==> src/rtl/ntt_tw_pkg.sv <==
// -----------------------------------------------------------------------------
// ntt_tw_pkg
// Shared definitions for the twiddle ROM sequencer of the radix-16 NTT engine.
// Holds the state codes the TW_ROM instances decode, the FSM enum built on
// those codes, default datapath widths and the ROM enable polarity.
// -----------------------------------------------------------------------------
package ntt_tw_pkg;

    // Default widths used by the sequencer and the ROM bank
    localparam int DEF_P_WIDTH  = 64;
    localparam int DEF_SC_WIDTH = 3;
    localparam int DEF_S_WIDTH  = 4;

    // State codes as seen by the ROM on its state input
    localparam logic [DEF_S_WIDTH-1:0] CODE_IDLE  = 4'd0;
    localparam logic [DEF_S_WIDTH-1:0] CODE_LOAD  = 4'd1;
    localparam logic [DEF_S_WIDTH-1:0] CODE_GAP   = 4'd2;
    localparam logic [DEF_S_WIDTH-1:0] CODE_RUN_A = 4'd4;
    localparam logic [DEF_S_WIDTH-1:0] CODE_RUN_B = 4'd6;
    localparam logic [DEF_S_WIDTH-1:0] CODE_DONE  = 4'd8;

    // ROM enable is active-low
    localparam logic CEN_ON  = 1'b0;
    localparam logic CEN_OFF = 1'b1;

    // FSM states encoded directly with the ROM state codes, so the state
    // register can drive the ROM without a decode stage
    typedef enum logic [DEF_S_WIDTH-1:0] {
        TW_IDLE  = CODE_IDLE,
        TW_LOAD  = CODE_LOAD,
        TW_GAP   = CODE_GAP,
        TW_RUN_A = CODE_RUN_A,
        TW_RUN_B = CODE_RUN_B,
        TW_DONE  = CODE_DONE
    } tw_state_e;

endpackage

==> src/rtl/tw_rd_counter.sv <==
// -----------------------------------------------------------------------------
// tw_rd_counter
// Read-address counter for one stage of ROM reads. Counts once per enabled
// cycle and wraps naturally at 2**CNT_W-1; wrap_o flags the enabled cycle on
// which the last read of the stage is being retired.
// Ports:
//   clk_i   in   clock, rising edge
//   rst_i   in   asynchronous reset, active-high
//   clr_i   in   synchronous clear to zero (has priority over en_i)
//   en_i    in   advance the count (deasserted while the datapath stalls)
//   cnt_o   out  current read index
//   wrap_o  out  count is at its maximum and advancing this cycle
// -----------------------------------------------------------------------------
module tw_rd_counter #(
    parameter int CNT_W = 10
) (
    input  logic             clk_i,
    input  logic             rst_i,
    input  logic             clr_i,
    input  logic             en_i,
    output logic [CNT_W-1:0] cnt_o,
    output logic             wrap_o
);

    logic [CNT_W-1:0] cnt_q;
    logic [CNT_W-1:0] cnt_d;

    always_comb begin
        cnt_d = cnt_q;
        if (clr_i) begin
            cnt_d = '0;
        end else if (en_i) begin
            cnt_d = cnt_q + 1'b1;
        end
    end

    always_ff @(posedge clk_i or posedge rst_i) begin
        if (rst_i) begin
            cnt_q <= '0;
        end else begin
            cnt_q <= cnt_d;
        end
    end

    assign cnt_o  = cnt_q;
    assign wrap_o = en_i && !clr_i && (cnt_q == '1);

endmodule

==> src/rtl/tw_rom_sched.sv <==
// -----------------------------------------------------------------------------
// tw_rom_sched
// Sequencer for the 64-bit twiddle ROM bank of the radix-16 NTT engine.
// One start request runs a full transform: load LOAD_WORDS horizontal
// twiddles into the ROM stage-0 buffer, then for each of STAGE_NUM stages wait
// GAP_CYC idle cycles and issue CYC_PER_STAGE reads with CEN low. The state
// code toggles between RUN_A and RUN_B every 16 reads so the ROM can gate its
// internal read counters. All outputs are registered.
// Ports:
//   CLK                 in   clock, rising edge
//   rst                 in   asynchronous reset, active-high
//   start               in   single-cycle request (honoured only in IDLE)
//   stall               in   backpressure, freezes reads (honoured only in RUN)
//   hd_valid / hd_data  in   horizontal twiddle beat
//   hd_ready            out  beat accepted when hd_valid & hd_ready
//   horizontal_data_in  out  last accepted beat, to ROM
//   ROM0_w              out  stage-0 buffer write strobe, cycle after accept
//   stage_counter       out  current stage, to ROM
//   CEN                 out  ROM enable, active-low
//   state               out  state code, to ROM
//   busy                out  transform in progress
//   done                out  one-cycle completion pulse
// -----------------------------------------------------------------------------
module tw_rom_sched
    import ntt_tw_pkg::*;
#(
    parameter int SC_WIDTH      = DEF_SC_WIDTH,
    parameter int P_WIDTH       = DEF_P_WIDTH,
    parameter int S_WIDTH       = DEF_S_WIDTH,
    parameter int STAGE_NUM     = 3,
    parameter int CYC_PER_STAGE = 1024,
    parameter int LOAD_WORDS    = 4,
    parameter int GAP_CYC       = 2
) (
    input  logic                CLK,
    input  logic                rst,
    input  logic                start,
    input  logic                stall,
    input  logic                hd_valid,
    input  logic [P_WIDTH-1:0]  hd_data,
    output logic                hd_ready,
    output logic [P_WIDTH-1:0]  horizontal_data_in,
    output logic                ROM0_w,
    output logic [SC_WIDTH-1:0] stage_counter,
    output logic                CEN,
    output logic [S_WIDTH-1:0]  state,
    output logic                busy,
    output logic                done
);

    localparam int CNT_W      = $clog2(CYC_PER_STAGE);
    localparam int BEAT_W     = $clog2(LOAD_WORDS + 1);
    localparam int GAP_W      = $clog2(GAP_CYC + 1);
    localparam int TOGGLE_BIT = 4;

    localparam logic [BEAT_W-1:0]   LAST_BEAT  = BEAT_W'(LOAD_WORDS - 1);
    localparam logic [GAP_W-1:0]    LAST_GAP   = GAP_W'(GAP_CYC - 1);
    localparam logic [SC_WIDTH-1:0] LAST_STAGE = SC_WIDTH'(STAGE_NUM - 1);
    localparam logic [CNT_W-1:0]    PHASE_MASK = CNT_W'(1 << TOGGLE_BIT);

    tw_state_e             state_q, state_d;
    logic                  hd_ready_q, hd_ready_d;
    logic [P_WIDTH-1:0]    hdata_q, hdata_d;
    logic                  rom0w_q, rom0w_d;
    logic [SC_WIDTH-1:0]   stage_q, stage_d;
    logic                  cen_q, cen_d;
    logic                  busy_q, busy_d;
    logic                  done_q, done_d;
    logic [BEAT_W-1:0]     beat_q, beat_d;
    logic [GAP_W-1:0]      gap_q, gap_d;

    logic                  cnt_clr;
    logic                  cnt_en;
    logic [CNT_W-1:0]      rd_cnt;
    logic [CNT_W-1:0]      rd_next;
    logic                  rd_wrap;
    logic                  phase_next;

    tw_rd_counter #(
        .CNT_W (CNT_W)
    ) u_rd_counter (
        .clk_i  (CLK),
        .rst_i  (rst),
        .clr_i  (cnt_clr),
        .en_i   (cnt_en),
        .cnt_o  (rd_cnt),
        .wrap_o (rd_wrap)
    );

    // The RUN_A/RUN_B choice must describe the read issued next cycle, so it
    // is taken from the incremented count rather than the current one.
    assign rd_next    = rd_cnt + 1'b1;
    assign phase_next = |(rd_next & PHASE_MASK);

    always_comb begin
        state_d    = state_q;
        hd_ready_d = hd_ready_q;
        hdata_d    = hdata_q;
        rom0w_d    = 1'b0;
        stage_d    = stage_q;
        cen_d      = CEN_OFF;
        busy_d     = busy_q;
        done_d     = 1'b0;
        beat_d     = beat_q;
        gap_d      = gap_q;
        cnt_clr    = 1'b0;
        cnt_en     = 1'b0;

        case (state_q)
            TW_IDLE: begin
                cnt_clr = 1'b1;
                if (start) begin
                    state_d    = TW_LOAD;
                    busy_d     = 1'b1;
                    hd_ready_d = 1'b1;
                    beat_d     = '0;
                end
            end

            // hd_ready drops on the last accepted beat; the cycle after, with
            // that beat's ROM0_w strobe out, the FSM moves on to the gap.
            TW_LOAD: begin
                cnt_clr = 1'b1;
                if (hd_valid && hd_ready_q) begin
                    hdata_d = hd_data;
                    rom0w_d = 1'b1;
                    beat_d  = beat_q + 1'b1;
                    if (beat_q == LAST_BEAT) begin
                        hd_ready_d = 1'b0;
                    end
                end else if (!hd_ready_q) begin
                    state_d = TW_GAP;
                    gap_d   = '0;
                end
            end

            TW_GAP: begin
                cnt_clr = 1'b1;
                if (gap_q == LAST_GAP) begin
                    state_d = TW_RUN_A;
                    cen_d   = CEN_ON;
                end else begin
                    gap_d = gap_q + 1'b1;
                end
            end

            // A stalled cycle freezes the count, code and stage; a wrap only
            // takes effect on a non-stalled cycle.
            TW_RUN_A, TW_RUN_B: begin
                if (!stall) begin
                    cnt_en = 1'b1;
                    if (rd_wrap) begin
                        if (stage_q < LAST_STAGE) begin
                            stage_d = stage_q + 1'b1;
                            state_d = TW_GAP;
                            gap_d   = '0;
                        end else begin
                            state_d = TW_DONE;
                            done_d  = 1'b1;
                            busy_d  = 1'b0;
                            stage_d = '0;
                        end
                    end else begin
                        cen_d   = CEN_ON;
                        state_d = phase_next ? TW_RUN_B : TW_RUN_A;
                    end
                end
            end

            TW_DONE: begin
                state_d = TW_IDLE;
            end

            default: begin
                state_d = TW_IDLE;
            end
        endcase
    end

    always_ff @(posedge CLK or posedge rst) begin
        if (rst) begin
            state_q    <= TW_IDLE;
            hd_ready_q <= 1'b0;
            hdata_q    <= '0;
            rom0w_q    <= 1'b0;
            stage_q    <= '0;
            cen_q      <= CEN_OFF;
            busy_q     <= 1'b0;
            done_q     <= 1'b0;
            beat_q     <= '0;
            gap_q      <= '0;
        end else begin
            state_q    <= state_d;
            hd_ready_q <= hd_ready_d;
            hdata_q    <= hdata_d;
            rom0w_q    <= rom0w_d;
            stage_q    <= stage_d;
            cen_q      <= cen_d;
            busy_q     <= busy_d;
            done_q     <= done_d;
            beat_q     <= beat_d;
            gap_q      <= gap_d;
        end
    end

    assign hd_ready           = hd_ready_q;
    assign horizontal_data_in = hdata_q;
    assign ROM0_w             = rom0w_q;
    assign stage_counter      = stage_q;
    assign CEN                = cen_q;
    assign state              = state_q;
    assign busy               = busy_q;
    assign done               = done_q;

endmodule

==> config.mk <==
export PLATFORM = sky130hd
export DESIGN_NAME = tw_rom_sched
export DESIGN_NICKNAME = d
export VERILOG_FILES = /design/src/rtl/ntt_tw_pkg.sv /design/src/rtl/tw_rd_counter.sv /design/src/rtl/tw_rom_sched.sv
export SDC_FILE = /design/constraint.sdc
export NUM_CORES = 1
export LEC_CHECK = 0
export BUFFER_PORTS_ARGS = -buffer_cell sky130_fd_sc_hd__buf_4
export CAP_MARGIN = 5
export CORE_MARGIN = 8
export CORE_UTILIZATION = 54
export CTS_BUF_LIST = sky130_fd_sc_hd__clkbuf_4 sky130_fd_sc_hd__clkbuf_8
export CTS_CLUSTER_DIAMETER = 100
export DETAILED_ROUTE_END_ITERATION = 10
export PLACE_DENSITY = 0.95
export SYNTH_ARGS = -nofsm -noshare
export SYNTH_HDL_FRONTEND = slang
export SYNTH_SLANG_ARGS = --single-unit
export TNS_END_PERCENT = 30
==> constraint.sdc <==
create_clock -name CLK -period 6.8 [get_ports CLK]
set_clock_uncertainty 0.15 [all_clocks]
set_input_delay 1.02 -clock CLK [delete_from_list [all_inputs] [get_ports CLK]]
set_output_delay 1.02 -clock CLK [all_outputs]
set_load 0.01 [all_outputs]
# Yosys cells after proc, flatten, opt, wreduce, memory -nomap -nowiden
# Index checks and enable logic that the tools add are counted.
# word_totals
out_inout_bits	76
input_bits	69
ff_bits	91
wordCells	96
# classes
reduce_logical	18
order_cmp	1
n_mux	43
eq_ne	18
add_sub_neg	4
n_bitwise	1
# ops
operator	n
two-way mux 4 bit	7
inequality test 2 bit, second input constant	11
two-way mux 10 bit	2
two-way mux 1 bit	18
one-hot mux 4 bit (4 select lines)	1
two-way mux 2 bit	7
adder 10 x 1 -> 10 bit, second input constant	1
equality test 10 bit, second input constant	1
AND reduction 5 bit	2
two-way mux 3 bit	3
equality test 4 x 3 -> 1 bit, second input constant	2
AND reduction 7 bit	1
adder 3 x 1 -> 3 bit, second input constant	2
one-hot mux 1 bit (2 select lines)	3
one-hot mux 2 bit (3 select lines)	1
one-hot mux 3 bit (2 select lines)	1
AND reduction 3 bit	2
nonzero test 2 bit	3
equality test 4 x 1 -> 1 bit, second input constant	1
equality test 4 x 2 -> 1 bit, second input constant	1
zero test 4 bit	1
AND reduction 4 bit	1
equality test 3 x 2 -> 1 bit, second input constant	1
logical AND 1 bit	3
9 further kinds	9

# Logic depth before layout (Yosys ltp)
# Gate-level depths: netlist of run 1.
# depth
depth_word	9
ltp_mapped	8
mapped_depth_nobuf	6

# Modules after synthesis
# From an unflattened synthesis of run 1, not the netlist that was laid out.
# hier_totals
cells_unflattened	272
hier_area_um2	3821.2
# modules_own_cells
module	seq_area_each_um2	instances	cells_per_inst	area_per_inst_um2
tw_rom_sched	2028.2	1	221	3311.9
tw_rd_counter	250.2	1	51	509.2

# Worst setup path before layout of run 1
# OpenSTA, ideal clock, no wires.
# synth_timing
kind	input to register
startpoint	input stall
endpoint	register state_q[1], in the netlist state[1]
setup_time_ns	0.096
stages	6
n_path_buf	2
required_time_ns	6.554
path_slack_ns	3.669
t_arrival_ns	2.885
cell_sequence	or4b_4 buf_6 or4_1 clkbuf_2 or4_4 a311oi_2
# synth_via
elab_chain_cells	7
elab_cells_between_ends	9
cone_classes	eq/ne (1); mux (5); reduce/logical (3)
# synth_lines
element	line	rtl
start: declaration	tw_rom_sched.sv:38	input logic stall,
two-way mux 1 bit	tw_rom_sched.sv:150	if (!stall) begin
two-way mux 1 bit	tw_rom_sched.sv:109	case (state_q)
logical AND 1 bit (2 in a row)	tw_rd_counter.sv:46	assign wrap_o = en_i && !clr_i && (cnt_q == '1);
two-way mux 4 bit	tw_rom_sched.sv:152	if (rd_wrap) begin
two-way mux 4 bit	tw_rom_sched.sv:150	
one-hot mux 4 bit (4 select lines)	tw_rom_sched.sv:109	
end signal: assignment	tw_rom_sched.sv:193	state_q <= state_d;
end: declaration	tw_rom_sched.sv:61	tw_state_e state_q, state_d;
# Several ways; a longest one is shown, not always the timed one. The select of a mux whose other input is x is not followed.
# A chain may end at the register's enable or synchronous reset.

# Final worst setup path of run 1
# layout_timing
startpoint	register state_q[1], in the netlist state[1]
endpoint	register hdata_q[35], in the netlist horizontal_data_in[35]
# layout_via
elab_chain_cells	2
# layout_lines
element	line	rtl
equality test 4 x 1 -> 1 bit	tw_rom_sched.sv:109	
AND reduction 2 bit (no line)	--	
end signal: assignment	tw_rom_sched.sv:195	hdata_q <= hdata_d;
end: declaration	tw_rom_sched.sv:63	logic [P_WIDTH-1:0] hdata_q, hdata_d;
# No other way between the ends.

==> results.tsv, run 1 <==
stage	metric	value	unit
outcome	outcome	finished, final reports clean	
clocking	ctsResizeCount	0	
logic_synthesis	cell_count_after_synthesis	420	
logic_synthesis	ys_seq_area_share	59.8	%
setup_path	criticalPathCategory	register to register	
clocking	cts_tree	done	
place	dpl.hpwl	7380	um
routing	routedWlPerCell	15.3	um
pwr	p_per_area	399	nW/um2
setup_path	critPathArrivalTime	3260	ps
clocking	number_of_buffers_inserted_to_repair_setup_after_cts	0	
place	place_worst_setup_slack	3530	ps
setup_path	crit_reg_reg_endpoint	horizontal_data_in[35]	
logic_synthesis	synth.ff_latch_count	91	
timing	timing_max_transition_violations_final	0	
grt	grt_first_pass_wirelength	16400	um
timing	slew_headroom	26.3	%
setup_path	crit_top_cell	sky130_fd_sc_hd__nand2_1	
grt	grt_max_degree	92	
place	finalWeightedCongestion	0.993	
setup_path	reg2reg_from	state[1]	
floorplan	core-area	6830	um2
timing	final.period_utilization	45.9	%
routing	route.detailed.vias_per_inst	5.06	
flow_run	max-cap-violations	0	
grt	grt_antenna_before_repair	0	
layout	final.fill_count	482	
place	numPortBuffers	144	
hold_path	holdCritPathClass	register to register	
routing	first_iter_violations	165	
setup_path	critPathMaxFanout	71	
clocking	max-clock-path-buffers	2	
logic_synthesis	synthFlopType	sky130_fd_sc_hd__dfrtp_1	
routing	totalWireLength	10000	um
logic_synthesis	synth_async_sr_flop_share	100	%
routing	drtAntennaViolNets	0	
hold_path	worstHoldStart	horizontal_data_in[7]	
layout	seq_area	2280	um2
layout	area_growth_synth_to_finish	34.4	%
logic_synthesis	yosysUniqueCellTypes	41	
setup_path	required	6940	ps
clocking	clock_sink_count	91	
setup_path	critical-path-top-delay-family	buffers and inverters	
setup_path	ff2ff_path_depth	6	
logic_synthesis	synth.net_count	494	
clocking	clkLatencyLatePin	350	ps
clocking	clkSlewWorstSetupHoldPaths	100	ps
timing	unrepaired_setup_endpoints_after_global_routing	no	
logic_synthesis	ys_top_cells_by_area	sky130_fd_sc_hd__dfrtp_1, sky130_fd_sc_hd__nand2_1, sky130_fd_sc_hd__ha_1	
floorplan	fp.dieArea	10000	um2
setup_path	rrSetupSlack	3680	ps
layout	multi_input_comb_area	1400	um2
setup_path	cp_num_cells	6	
setup_path	cp_num_buf_inv	2	
setup_path	timing.critical_path.slowest_stage_cell	sky130_fd_sc_hd__inv_2	
hold_path	whs_path_depth	2	
pwr	max-vdd-ir-drop	0.000245	V
timing	layout_setup_ws	3680	ps
grt	grt_overflow	0	
clocking	cts.hold.buffers_added	0	
routing	remaining_drc_errors	0	
setup_path	critical_path.cell_chain	nor4b_1 -> nand3_2 -> buf_4 -> inv_2 -> nand2_1 -> nand2_1	
logic_synthesis	synthesized_area_divided_by_synthesized_cell_count	9.07	um2
floorplan	dieHeight	100	um
logic_synthesis	synthDominantCellAreaShare	59.1	%
layout	nNetsFinal	631	
timing	report.final.setup_viol	0	
routing	dr_total_vias	3330	
floorplan	io_pins	145	
timing	max_freq	320	MHz
layout	final_layout_size_suffix_gt1_share	31.0	%
timing	fin_crit	3120	ps
setup_path	crit_path_end_kind	register	
setup_path	largest_incremental_delay_on_the_critical_path	840	ps
grt	grt_usage	20.4	%
hold_path	worstHoldEndpoint	horizontal_data_in[7]	
logic_synthesis	synth_edf_count	0	
clocking	clock-root-buffer	sky130_fd_sc_hd__clkbuf_8	
timing	fin_setup_tns	0	ps
logic_synthesis	synthesis.area	3810	um2
clocking	clock_tree.htree_level_count	3	
pwr	p_leak	2.75	nW
grt	grt_pass1_vias	3438	
floorplan	std_cell_rows	30	
timing	final_count_of_hold_timing_violations	0	
floorplan	die_w	100	um
floorplan	initial_utilization	55.8	%
logic_synthesis	ys.warnings.count	0	
layout	antenna_diodes	0	
timing	tightestPinTransition	1110	ps
routing	drtPass1Iterations	5	
logic_synthesis	synth_area_leader_cell	sky130_fd_sc_hd__dfrtp_1	
clocking	number_of_buffers_created_by_cts	9	
setup_path	start_kind	register	
==> layout make-up <==
class,count,share of cell area [%]
multi-input cells,298,27.4
clock inverters,5,0.733
clock buffers,11,2.83
inverters,11,0.830
flip-flops and latches,91,44.5
well taps,96,2.34
repair buffers,146,21.4
==> how the worst max path moves through the flow <==
stage                         from                      to
after CTS                 state[1]  horizontal_data_in[35]
after detailed placement     stall                state[1]
after global placement       stall                state[1]
after floorplan                rst                  ROM0_w
final                     state[1]  horizontal_data_in[35]
after global routing      state[1]  horizontal_data_in[25]
==> cell families (layout without fill, tap and decap cells) <==
kind of cell	count (synthesis)	count (layout)	synth area share, %
fa+ha+maj	5	5	1.64
flops	91	91	59.8
compound gates	28	28	5.06
xor+xnor	6	6	1.38
simple gates	256	256	27.8
mux	3	3	0.788
buf+inv	31	173	3.55
==> stage by stage <==
stage / instance area (um2) / hold WS (ps) / utilization, % / instances / power, mW
global placement: 4940 / 309 / 72.3 / 642 / 1.67
global route: 5120 / 352 / 75.0 / 658 / 2.19
floorplan: 3810 / 317 / - / 420 / 1.29
finish: 5120 / 333 / 75.0 / 658 / 2.04
CTS: 5120 / 336 / 75.0 / 658 / 2.07
detailed placement: 4940 / 314 / 72.3 / 642 / 1.73
==> per-layer routing <==
metal  vias to the layer above  routed length (um)  global-route usage [%]
met1                      1567                3760                    22.7
li1                       1613                   -                       -
met2                       128                5100                    34.7
met5                         -                   0                       0
met3                        22                 951                    7.54
met4                         0                 225                    8.02
==> state kept, by name, summed over array words and instances, names as in the netlist <==
register and flops:
CEN 1, ROM0_w 1, beat_q 3, busy 1, done 1, gap_q 2
hd_ready 1, horizontal_data_in 64, stage_counter 3, state 4, u_rd_counter.cnt_o 10
==> power breakdown <==
group / leakage (nW) / total [mW] / internal (mW) / switching [mW]
registers: 1.16 / 0.874 / 0.740 / 0.134
clock network: 0.0894 / 0.334 / 0.148 / 0.186
logic: 1.49 / 0.834 / 0.390 / 0.445
==> cells in the mapped netlist (2+ instances only) <==
cell and count:
sky130_fd_sc_hd__a21oi_1 5, sky130_fd_sc_hd__nand3_1 12, sky130_fd_sc_hd__nor2_1 13, sky130_fd_sc_hd__a2bb2oi_1 2
sky130_fd_sc_hd__o21bai_1 2, sky130_fd_sc_hd__buf_2 2, sky130_fd_sc_hd__or4_1 3, sky130_fd_sc_hd__ha_1 5
sky130_fd_sc_hd__nor3_1 8, sky130_fd_sc_hd__inv_1 11, sky130_fd_sc_hd__mux2i_1 3, sky130_fd_sc_hd__dfrtp_1 90
sky130_fd_sc_hd__a211o_2 2, sky130_fd_sc_hd__xnor2_1 5, sky130_fd_sc_hd__nor4b_1 2, sky130_fd_sc_hd__nor4_1 4
sky130_fd_sc_hd__clkbuf_1 12, sky130_fd_sc_hd__nand2_1 204, sky130_fd_sc_hd__buf_1 3, sky130_fd_sc_hd__buf_6 2
sky130_fd_sc_hd__o21ai_0 10
==> layout by cell type, fill, tap and decap left out, types with 2 or more instances in the layout <==
cell type                    instances
sky130_fd_sc_hd__a211o_2             2
sky130_fd_sc_hd__a21oi_1             5
sky130_fd_sc_hd__a2bb2oi_1           2
sky130_fd_sc_hd__buf_4             146
sky130_fd_sc_hd__clkbuf_8           10
sky130_fd_sc_hd__clkinv_2            2
sky130_fd_sc_hd__clkinvlp_4          2
sky130_fd_sc_hd__dfrtp_1            90
sky130_fd_sc_hd__ha_1                5
sky130_fd_sc_hd__inv_1               9
sky130_fd_sc_hd__mux2i_1             3
sky130_fd_sc_hd__nand2_1           204
sky130_fd_sc_hd__nand3_1            11
sky130_fd_sc_hd__nor2_1             13
sky130_fd_sc_hd__nor3_1              8
sky130_fd_sc_hd__nor4_1              4
sky130_fd_sc_hd__nor4b_1             2
sky130_fd_sc_hd__o21ai_0            10
sky130_fd_sc_hd__o21bai_1            2
sky130_fd_sc_hd__or4_1               3
sky130_fd_sc_hd__xnor2_1             5
==> tightest hold or removal path: cells and delay by family (launching register included) <==
family	cells	cell delay, ps
flops	1	350
simple gates	2	100
Note: power is estimated with default switching activity, not from simulation.
==> run 2, diff against run 1 <==
CORE_UTILIZATION = 51   (was 54)
PLACE_DENSITY = 0.94   (was 0.95)
clock period = 3 ns   (was 6.8 ns; I/O delays follow)
==> run 2 against run 1 <==
Compared with the run above:
- sequential power up 130%
- largest power group unchanged
- critical endpoint is now state[1]
- worst hold slack worse by 230 ps
- combinational power is 130% higher
- critical path type unchanged
==> results.tsv, run 2 (synthesized netlist as in run 1, its figures left out) <==
stage	metric	value	unit
layout	layout.cells.non_filler	667	
timing	timing_max_transition_violations_final	0	
layout	largest_register_ff_count	64	
flow_run	max-cap-violations	0	
routing	remaining_drc_errors	0	
floorplan	dieHeight	102	um
clocking	clock-root-buffer	sky130_fd_sc_hd__clkbuf_8	
setup_path	crit_path_end_kind	register	
grt	grt_usage	19.6	%
pwr	max-vdd-ir-drop	0.000526	V
place	post-place-cells	651	
grt	grt_max_degree	52	
place	finalWeightedCongestion	0.885	
layout	layout.core_utilization	71.6	%
grt	grt_first_pass_wirelength	16200	um
outcome	outcome	finished, final reports clean	
layout	area_growth_synth_to_finish	36.3	%
timing	tightestPinTransition	883	ps
pwr	p_per_area	891	nW/um2
routing	route.detailed.vias_per_inst	5.05	
pwr	p_leak	2.79	nW
hold_path	holdCritPathClass	primary input to asynchronous set/reset pin	
layout	final_layout_size_suffix_gt1_share	31.7	%
pwr	finalPower	4.63	mW
floorplan	core-area	7250	um2
routing	dr_total_vias	3366	
floorplan	io_pins	145	
clocking	clock_tree.htree_level_count	3	
routing	drtPass1Iterations	5	
clocking	ctsResizeCount	0	
setup_path	criticalPathCategory	register to register	
clocking	number_of_buffers_created_by_cts	9	
routing	routedWlPerCell	15.2	um
setup_path	ff2ff_path_depth	4	
setup_path	required	3110	ps
floorplan	std_cell_rows	31	
routing	first_iter_violations	133	
timing	report.final.setup_viol	0	
setup_path	rrSetupSlack	230	ps
timing	fin_crit	2770	ps
grt	grt_antenna_before_repair	0	
setup_path	critPathMaxFanout	12	
floorplan	fp.dieArea	10500	um2
clocking	number_of_buffers_inserted_to_repair_setup_after_cts	0	
timing	fin_setup_tns	0	ps
setup_path	critPathArrivalTime	2870	ps
routing	totalWireLength	10200	um
layout	nNetsFinal	637	
grt	grt_overflow	0	
timing	final.period_utilization	92.2	%
floorplan	die_w	102	um
setup_path	reg2reg_from	state[0]	
place	dpl.hpwl	7740	um
setup_path	timing.critical_path.from	state[0]	
timing	unrepaired_setup_endpoints_after_global_routing	no	
timing	max_freq	362	MHz
clocking	clkLatencyLatePin	340	ps
timing	final_count_of_hold_timing_violations	0	
routing	drtAntennaViolNets	0	
clocking	clkSlewWorstSetupHoldPaths	90	ps
timing	slew_headroom	41.1	%
clocking	max-clock-path-buffers	2	
timing	fin_worst_hold_slack	102	ps
setup_path	crit_reg_reg_endpoint	state[1]	
clocking	cts.hold.buffers_added	0	
layout	antenna_diodes	0	
clocking	clock_sink_count	91	
setup_path	start_kind	register	
grt	grt_pass1_vias	3420	
floorplan	initial_utilization	52.5	%
place	numPortBuffers	144	
layout	layout_commonest_cell	sky130_fd_sc_hd__nand2_1	
clocking	cts_tree	done	
layout	most-common-layout-cells	sky130_fd_sc_hd__nand2_1, sky130_fd_sc_hd__buf_4, sky130_fd_sc_hd__dfrtp_1	
## run 2: how the worst max path moves through the flow
stage | to | slack, ps | cells past startpoint
detailed placement | state[1] | 270 | 4
global route | state[1] | 150 | 4
floorplan | ROM0_w | 40 | 1
finish | state[1] | 230 | 4
global placement | state[1] | 330 | 5
CTS | state[1] | 260 | 4
## run 2: cell type report
cell class              instances  area, um2
inverters                      11       42.5
flip-flops and latches         91       2280
fillers                       535       2060
clock buffers                   9        124
well taps                      99        124
repair buffers                152       1180
multi-input cells             298       1400
clock inverters                 7       45.0
## run 2: power by group
group	internal [mW]	total [mW]	switching [mW]	leakage (nW)
logic	0.928	1.94	1.01	1.53
clock network	0.298	0.713	0.415	0.0887
registers	1.68	1.98	0.299	1.16
total	2.90	4.63	1.73	2.79
## run 2: critical path, stage by stage (launching register included)
cell	delay, ps
sky130_fd_sc_hd__dfrtp_1	510
sky130_fd_sc_hd__or4b_4	660
sky130_fd_sc_hd__or4_1	630
sky130_fd_sc_hd__or4_4	480
sky130_fd_sc_hd__a311oi_2	240
## run 2: stage by stage
| stage | area, um2 | setup slack, ps |
|---|---|---|
| floorplan | 3810 | 38.0 |
| global placement | 5030 | 330 |
| detailed placement | 5030 | 273 |
| CTS | 5190 | 256 |
| global route | 5190 | 153 |
| finish | 5190 | 235 |
## run 2: routing by layer
layer  GRT usage, %  vias to the layer above  share of wire (%)
met3           7.49                       16                8.9
met4           6.55                        0                1.6
met5              0                        -                  0
li1               -                     1623                  -
met1           22.7                     1610                 39
met2           32.6                      117                 50
